===== src/rtl/mem_wb_if.sv =====
// MEM/WB stage bus: MEM-side instruction fields, pipeline controls,
// WB-side results and the forwarding query port.
interface mem_wb_if #(
  parameter int DATA_W = 32,
  parameter int ADDR_W = 5,
  parameter int DEPTH  = 1
);
  localparam int OCC_W = $clog2(DEPTH + 1);

  logic              stall;
  logic              flush;
  logic              valid_MEM;
  logic              write_regf_MEM;
  logic              mem_to_reg_MEM;
  logic [DATA_W-1:0] dmem_rdata_MEM;
  logic [DATA_W-1:0] alu_result_MEM;
  logic [ADDR_W-1:0] waddr_regf_MEM;

  logic              valid_WB;
  logic              write_regf_WB;
  logic              mem_to_reg_WB;
  logic [DATA_W-1:0] dmem_rdata_WB;
  logic [DATA_W-1:0] alu_result_WB;
  logic [ADDR_W-1:0] waddr_regf_WB;
  logic [DATA_W-1:0] wb_data_WB;

  logic [ADDR_W-1:0] fwd_raddr;
  logic              fwd_hit;
  logic [DATA_W-1:0] fwd_data;
  logic [OCC_W-1:0]  occupancy;

  modport master (
    output stall, flush, valid_MEM, write_regf_MEM, mem_to_reg_MEM,
           dmem_rdata_MEM, alu_result_MEM, waddr_regf_MEM, fwd_raddr,
    input  valid_WB, write_regf_WB, mem_to_reg_WB, dmem_rdata_WB,
           alu_result_WB, waddr_regf_WB, wb_data_WB, fwd_hit, fwd_data,
           occupancy
  );

  modport slave (
    input  stall, flush, valid_MEM, write_regf_MEM, mem_to_reg_MEM,
           dmem_rdata_MEM, alu_result_MEM, waddr_regf_MEM, fwd_raddr,
    output valid_WB, write_regf_WB, mem_to_reg_WB, dmem_rdata_WB,
           alu_result_WB, waddr_regf_WB, wb_data_WB, fwd_hit, fwd_data,
           occupancy
  );
endinterface


===== src/rtl/mem_wb_pipe.sv =====
// MEM/WB pipeline stage: DEPTH register slots with stall, flush, valid
// tracking, write-back result mux, occupancy count and forwarding lookup.
module mem_wb_pipe #(
  parameter int DATA_W   = 32,
  parameter int ADDR_W   = 5,
  parameter int DEPTH    = 1,
  parameter bit ZERO_REG = 1'b1
) (
  input logic   clk,
  input logic   rst,
  mem_wb_if.slave bus
);
  localparam int OCC_W = $clog2(DEPTH + 1);

  generate
    if (DEPTH < 1 || DEPTH > 4) begin : g_bad_depth
      $error("mem_wb_pipe: DEPTH must be in 1..4");
    end
  endgenerate

  typedef struct packed {
    logic              valid;
    logic              write;
    logic              mem_to_reg;
    logic [DATA_W-1:0] rdata;
    logic [DATA_W-1:0] alu;
    logic [ADDR_W-1:0] waddr;
  } slot_t;

  slot_t             slots [DEPTH];
  slot_t             in_slot;
  slot_t             last;
  logic [OCC_W-1:0]  occ;
  logic [OCC_W-1:0]  occ_adv;

  // Bubbles enter as all-zero slots so WB fields stay 0 until real work arrives.
  always_comb begin
    in_slot = '0;
    if (bus.valid_MEM) begin
      in_slot.valid      = 1'b1;
      in_slot.write      = bus.write_regf_MEM;
      in_slot.mem_to_reg = bus.mem_to_reg_MEM;
      in_slot.rdata      = bus.dmem_rdata_MEM;
      in_slot.alu        = bus.alu_result_MEM;
      in_slot.waddr      = bus.waddr_regf_MEM;
    end
  end

  // Valid count after an advance: new input plus every slot that does not retire.
  always_comb begin
    occ_adv = OCC_W'(bus.valid_MEM);
    for (int unsigned k = 0; k + 1 < DEPTH; k++) begin
      occ_adv = occ_adv + OCC_W'(slots[k].valid);
    end
  end

  always_ff @(posedge clk) begin
    if (rst) begin
      for (int unsigned k = 0; k < DEPTH; k++) begin
        slots[k] <= '0;
      end
      occ <= '0;
    end else if (bus.flush) begin
      for (int unsigned k = 0; k < DEPTH; k++) begin
        slots[k].valid <= 1'b0;
      end
      occ <= '0;
    end else if (!bus.stall) begin
      slots[0] <= in_slot;
      for (int unsigned k = 1; k < DEPTH; k++) begin
        slots[k] <= slots[k-1];
      end
      occ <= occ_adv;
    end
  end

  assign last = slots[DEPTH-1];

  assign bus.valid_WB      = last.valid;
  assign bus.write_regf_WB = last.valid & last.write &
                             (!ZERO_REG || (last.waddr != '0));
  assign bus.mem_to_reg_WB = last.mem_to_reg;
  assign bus.dmem_rdata_WB = last.rdata;
  assign bus.alu_result_WB = last.alu;
  assign bus.waddr_regf_WB = last.waddr;
  assign bus.wb_data_WB    = last.mem_to_reg ? last.rdata : last.alu;
  assign bus.occupancy     = occ;

  // Ascending scan keeps the first (youngest) match.
  always_comb begin
    bus.fwd_hit  = 1'b0;
    bus.fwd_data = '0;
    for (int unsigned k = 0; k < DEPTH; k++) begin
      if (!bus.fwd_hit && slots[k].valid && slots[k].write &&
          (slots[k].waddr == bus.fwd_raddr) &&
          (!ZERO_REG || (bus.fwd_raddr != '0))) begin
        bus.fwd_hit  = 1'b1;
        bus.fwd_data = slots[k].mem_to_reg ? slots[k].rdata : slots[k].alu;
      end
    end
  end
endmodule


===== src/flat_wrapper.sv =====
// flat-port wrapper written by rule: the top's interface ports become plain ports
module mem_wb_pipe_flat 
#(
  parameter int DATA_W   = 32,
  parameter int ADDR_W   = 5,
  parameter int DEPTH    = 1,
  parameter bit ZERO_REG = 1'b1
)
  (clk, rst, bus_stall, bus_flush, bus_valid_MEM, bus_write_regf_MEM, bus_mem_to_reg_MEM, bus_dmem_rdata_MEM, bus_alu_result_MEM, bus_waddr_regf_MEM, bus_fwd_raddr, bus_valid_WB, bus_write_regf_WB, bus_mem_to_reg_WB, bus_dmem_rdata_WB, bus_alu_result_WB, bus_waddr_regf_WB, bus_wb_data_WB, bus_fwd_hit, bus_fwd_data, bus_occupancy);
  mem_wb_if #(.DATA_W(DATA_W), .ADDR_W(ADDR_W), .DEPTH(DEPTH)) bus_i ();
  input logic clk;
  input logic rst;
  input wire logic [$bits(bus_i.stall)-1:0] bus_stall;
  input wire logic [$bits(bus_i.flush)-1:0] bus_flush;
  input wire logic [$bits(bus_i.valid_MEM)-1:0] bus_valid_MEM;
  input wire logic [$bits(bus_i.write_regf_MEM)-1:0] bus_write_regf_MEM;
  input wire logic [$bits(bus_i.mem_to_reg_MEM)-1:0] bus_mem_to_reg_MEM;
  input wire logic [$bits(bus_i.dmem_rdata_MEM)-1:0] bus_dmem_rdata_MEM;
  input wire logic [$bits(bus_i.alu_result_MEM)-1:0] bus_alu_result_MEM;
  input wire logic [$bits(bus_i.waddr_regf_MEM)-1:0] bus_waddr_regf_MEM;
  input wire logic [$bits(bus_i.fwd_raddr)-1:0] bus_fwd_raddr;
  output wire logic [$bits(bus_i.valid_WB)-1:0] bus_valid_WB;
  output wire logic [$bits(bus_i.write_regf_WB)-1:0] bus_write_regf_WB;
  output wire logic [$bits(bus_i.mem_to_reg_WB)-1:0] bus_mem_to_reg_WB;
  output wire logic [$bits(bus_i.dmem_rdata_WB)-1:0] bus_dmem_rdata_WB;
  output wire logic [$bits(bus_i.alu_result_WB)-1:0] bus_alu_result_WB;
  output wire logic [$bits(bus_i.waddr_regf_WB)-1:0] bus_waddr_regf_WB;
  output wire logic [$bits(bus_i.wb_data_WB)-1:0] bus_wb_data_WB;
  output wire logic [$bits(bus_i.fwd_hit)-1:0] bus_fwd_hit;
  output wire logic [$bits(bus_i.fwd_data)-1:0] bus_fwd_data;
  output wire logic [$bits(bus_i.occupancy)-1:0] bus_occupancy;
  assign bus_i.stall = bus_stall;
  assign bus_i.flush = bus_flush;
  assign bus_i.valid_MEM = bus_valid_MEM;
  assign bus_i.write_regf_MEM = bus_write_regf_MEM;
  assign bus_i.mem_to_reg_MEM = bus_mem_to_reg_MEM;
  assign bus_i.dmem_rdata_MEM = bus_dmem_rdata_MEM;
  assign bus_i.alu_result_MEM = bus_alu_result_MEM;
  assign bus_i.waddr_regf_MEM = bus_waddr_regf_MEM;
  assign bus_i.fwd_raddr = bus_fwd_raddr;
  assign bus_valid_WB = bus_i.valid_WB;
  assign bus_write_regf_WB = bus_i.write_regf_WB;
  assign bus_mem_to_reg_WB = bus_i.mem_to_reg_WB;
  assign bus_dmem_rdata_WB = bus_i.dmem_rdata_WB;
  assign bus_alu_result_WB = bus_i.alu_result_WB;
  assign bus_waddr_regf_WB = bus_i.waddr_regf_WB;
  assign bus_wb_data_WB = bus_i.wb_data_WB;
  assign bus_fwd_hit = bus_i.fwd_hit;
  assign bus_fwd_data = bus_i.fwd_data;
  assign bus_occupancy = bus_i.occupancy;
  mem_wb_pipe #(.DATA_W(DATA_W), .ADDR_W(ADDR_W), .DEPTH(DEPTH), .ZERO_REG(ZERO_REG)) u_core (.clk(clk), .rst(rst), .bus(bus_i));
endmodule

===== config.mk =====
export PLATFORM = sky130hd
export DESIGN_NAME = mem_wb_pipe_flat
export DESIGN_NICKNAME = d
export VERILOG_FILES = /design/src/rtl/mem_wb_if.sv /design/src/rtl/mem_wb_pipe.sv /design/src/flat_wrapper.sv
export SDC_FILE = /design/constraint.sdc
export NUM_CORES = 1
export LEC_CHECK = 0
export CAP_MARGIN = 10
export CORE_ASPECT_RATIO = 0.8
export CORE_MARGIN = 10
export CORE_UTILIZATION = 43
export DETAILED_ROUTE_END_ITERATION = 7
export PLACE_DENSITY = 0.86
export SYNTH_ARGS = -nofsm -noshare
export SYNTH_HDL_FRONTEND = slang
export SYNTH_SLANG_ARGS = --single-unit

===== constraint.sdc =====
create_clock -name clk -period 9.07 [get_ports clk]
set_input_delay 1.3605 -clock clk [delete_from_list [all_inputs] [get_ports clk]]
set_output_delay 1.3605 -clock clk [all_outputs]
set_load 0.01 [all_outputs]

==> reports/qor.yml <==
routedWlPerCell_um: 21.5
synth.avg_cell_area_um2: 11.8
crit_cells: 5
synthesis.nets: 429
synth-edff-count: 72
vdd_ir_drop_max_v: 0.000153
post-route-min-period_ps: 5300
fmax_mhz: 189
gr-usage-all-layers_pct: 18.2
ys_seq_area_share_pct: 53.2
ys_async_sr_fraction_pct: 0
grt-ovfl-total: 0
first_global_vias: 3374
path_class: "in2out"
n_antenna_cell: 0
setup_viol: 0
synth-main-ff-cell: "edfxtp_1"
rsz0062_at_grt: "false"
synth_warnings: 0
synthToLayoutAreaGrowth_pct: 50.4
power_density_nw_per_um2: 162
cts_htree_levels: 3
fin_cells: 611
cts_resized: 0
reg2reg_from: "u_core.bus.occupancy"
worst_path_most_repeated_cell: "clkdlybuf4s50_1"
cts_setup_buffers: 0
initial_core_util_pct: 44.6
grt_first_pass_wirelength_mm: 19.6
slowest_stage: "a21oi_4"
synth-seq-cells: 73
drv_slew: 0
clk_pin_slew_ps: 60
cts_root_buf: "clkbuf_16"
ff2ff_setup_slack_ps: 8440
r2r_cells: 1
ant_nets: 0
status: "completed"
max_slew_margin_pct: 18.8
rr_endpoint: "u_core.bus.occupancy"
hold_viol_final: 0
min_period_over_period_pct: 58.5
remaining_drc_errors: 0
syn_inst: 348
port_buffers: 218
cp-end-kind: "primary output"
maxCapViolCount: 0
cts_sinks: 73
clk_latency_ps: 320
routed_wl_mm: 13.2
row_count: 31
cts_buffers: 9
cp_num_buf_inv: 2
fp.dieArea_um2: 13900
pin_count: 219
skew_ps: 0
grt_start_max_net_pins: 48
nets: 572
ys_types: 23
place_inst: 595
grt_antenna_before_repair: 0
vias_per_cell: 5.08
drive_gt1_share_pct: 11.9
cp-endpoint: "bus_fwd_data[18]"
cts_tree: "yes"
crit_family: "buffers and inverters"
place.gp.congestion: 0.826
crit_chain: "clkdlybuf4s50_1 > or4_4 > a21oi_4 > nor4_1 > clkdlybuf4s50_1"
die_x_um: 129
core_um2: 9190
power_leakage_uw: 0.00219
chipHeight_um: 107
dr.pass1.iters: 5
arrival_ps: 3940
holdBufCountCts: 0
dpl.hpwl_mm: 10.1
required_ps: 7710
critPathLaunch: "bus_fwd_raddr[0]"
vias: 3101
drt_iter0_drc: 186
fin_tns_setup_ps: 0
netlist_area_um2: 4100
hold_path.class: "reg2reg"
tightest_slew_ps: 1220
clk_path_buf_depth: 2
slowest_delay_ps: 780
crit_path_max_fanout: 33
critPathLaunchType: "input pin"
==> metrics by stage <==
step / worst slack (ps) / utilization [%] / hold WS [ps] / total power, uW / area [um^2]
after floorplan: 3890 / - / 531 / 531 / 4100
after global placement: 3880 / 63.7 / 501 / 631 / 5860
after detailed placement: 3790 / 63.7 / 522 / 636 / 5860
after CTS: 3780 / 67.1 / 541 / 1010 / 6170
after global routing: 3670 / 67.1 / 547 / 1040 / 6170
final: 3770 / 67.1 / 531 / 1000 / 6170
==> flip-flops by register name, indices dropped and copies added, names as in the netlist <==
name and count:
u_core.slots 72, u_core.bus.occupancy 1
==> cell type report <==
class	instances	area (um^2)
clock inverters	4	77.6
fillers	723	3020
multi-input cells	183	1300
well taps	115	144
flip-flops and latches	73	2180
repair buffers	224	2230
clock buffers	12	236
==> synth_stat cells, types with 3 or more instances <==
cell / instances / area, um^2
mux2_2: 32 / 360
nor4_1: 26 / 163
clkbuf_1: 12 / 45.0
buf_2: 7 / 35.0
nor4b_1: 4 / 35.0
nor2_1: 3 / 11.3
and2_1: 72 / 450
xnor2_1: 4 / 35.0
nand2_1: 30 / 113
buf_4: 69 / 518
edfxtp_1: 72 / 2160
buf_6: 3 / 33.8
==> placed cells by master (no fill, tap or decap) <==
cell / n
a21oi_1: 1
a21oi_4: 1
a31o_2: 1
and2_1: 72
buf_4: 6
bufinv_16: 2
clkbuf_1: 3
clkbuf_16: 9
clkdlybuf4s50_1: 218
clkinv_4: 2
dfxtp_1: 1
edfxtp_1: 72
mux2_2: 32
nand2_1: 30
nand3_1: 2
nor2_1: 3
nor3_1: 2
nor4_1: 26
nor4_2: 2
nor4b_1: 4
nor4b_4: 1
o21bai_4: 1
or4_4: 1
xnor2_1: 3
xnor2_2: 1
==> per-layer routing <==
layer  GRT usage (%)  vias to the layer above  part of all wire [%]
li1                -                     1431                     -
met1            20.2                     1485                    37
met2            32.1                      172                    50
met3            6.89                       13                    12
met4            4.70                        0                   1.2
met5               0                        -                     0
==> worst min-delay path by stage <==
stage,startpoint,end,slack [ps],depth (start not counted)
3_3_place_gp,u_core.bus.occupancy,u_core.bus.occupancy,500,1
5_1_grt,u_core.bus.occupancy,u_core.bus.occupancy,550,1
6_report,u_core.bus.occupancy,u_core.bus.occupancy,530,1
3_5_place_dp,u_core.bus.occupancy,u_core.bus.occupancy,520,1
4_1_cts,u_core.bus.occupancy,u_core.bus.occupancy,540,1
2_1_floorplan,u_core.bus.occupancy,u_core.bus.occupancy,530,1
==> report_power, final <==
group / internal [uW] / switching (uW)
logic: 121 / 93.8
clock network: 242 / 130
registers: 398 / 15.7
==> logic make-up (layout without fill, tap and decap cells) <==
logic type,count (synthesis),in the layout,synth area share (%)
AND/OR/NAND/NOR,143,143,20.8
buffers and inverters,92,240,15.5
XOR/XNOR,4,4,0.854
flip-flops,73,73,53.2
AO/OA/AOI/OAI,4,4,0.915
multiplexers,32,32,8.78
Power figures use the tool's default switching activity.
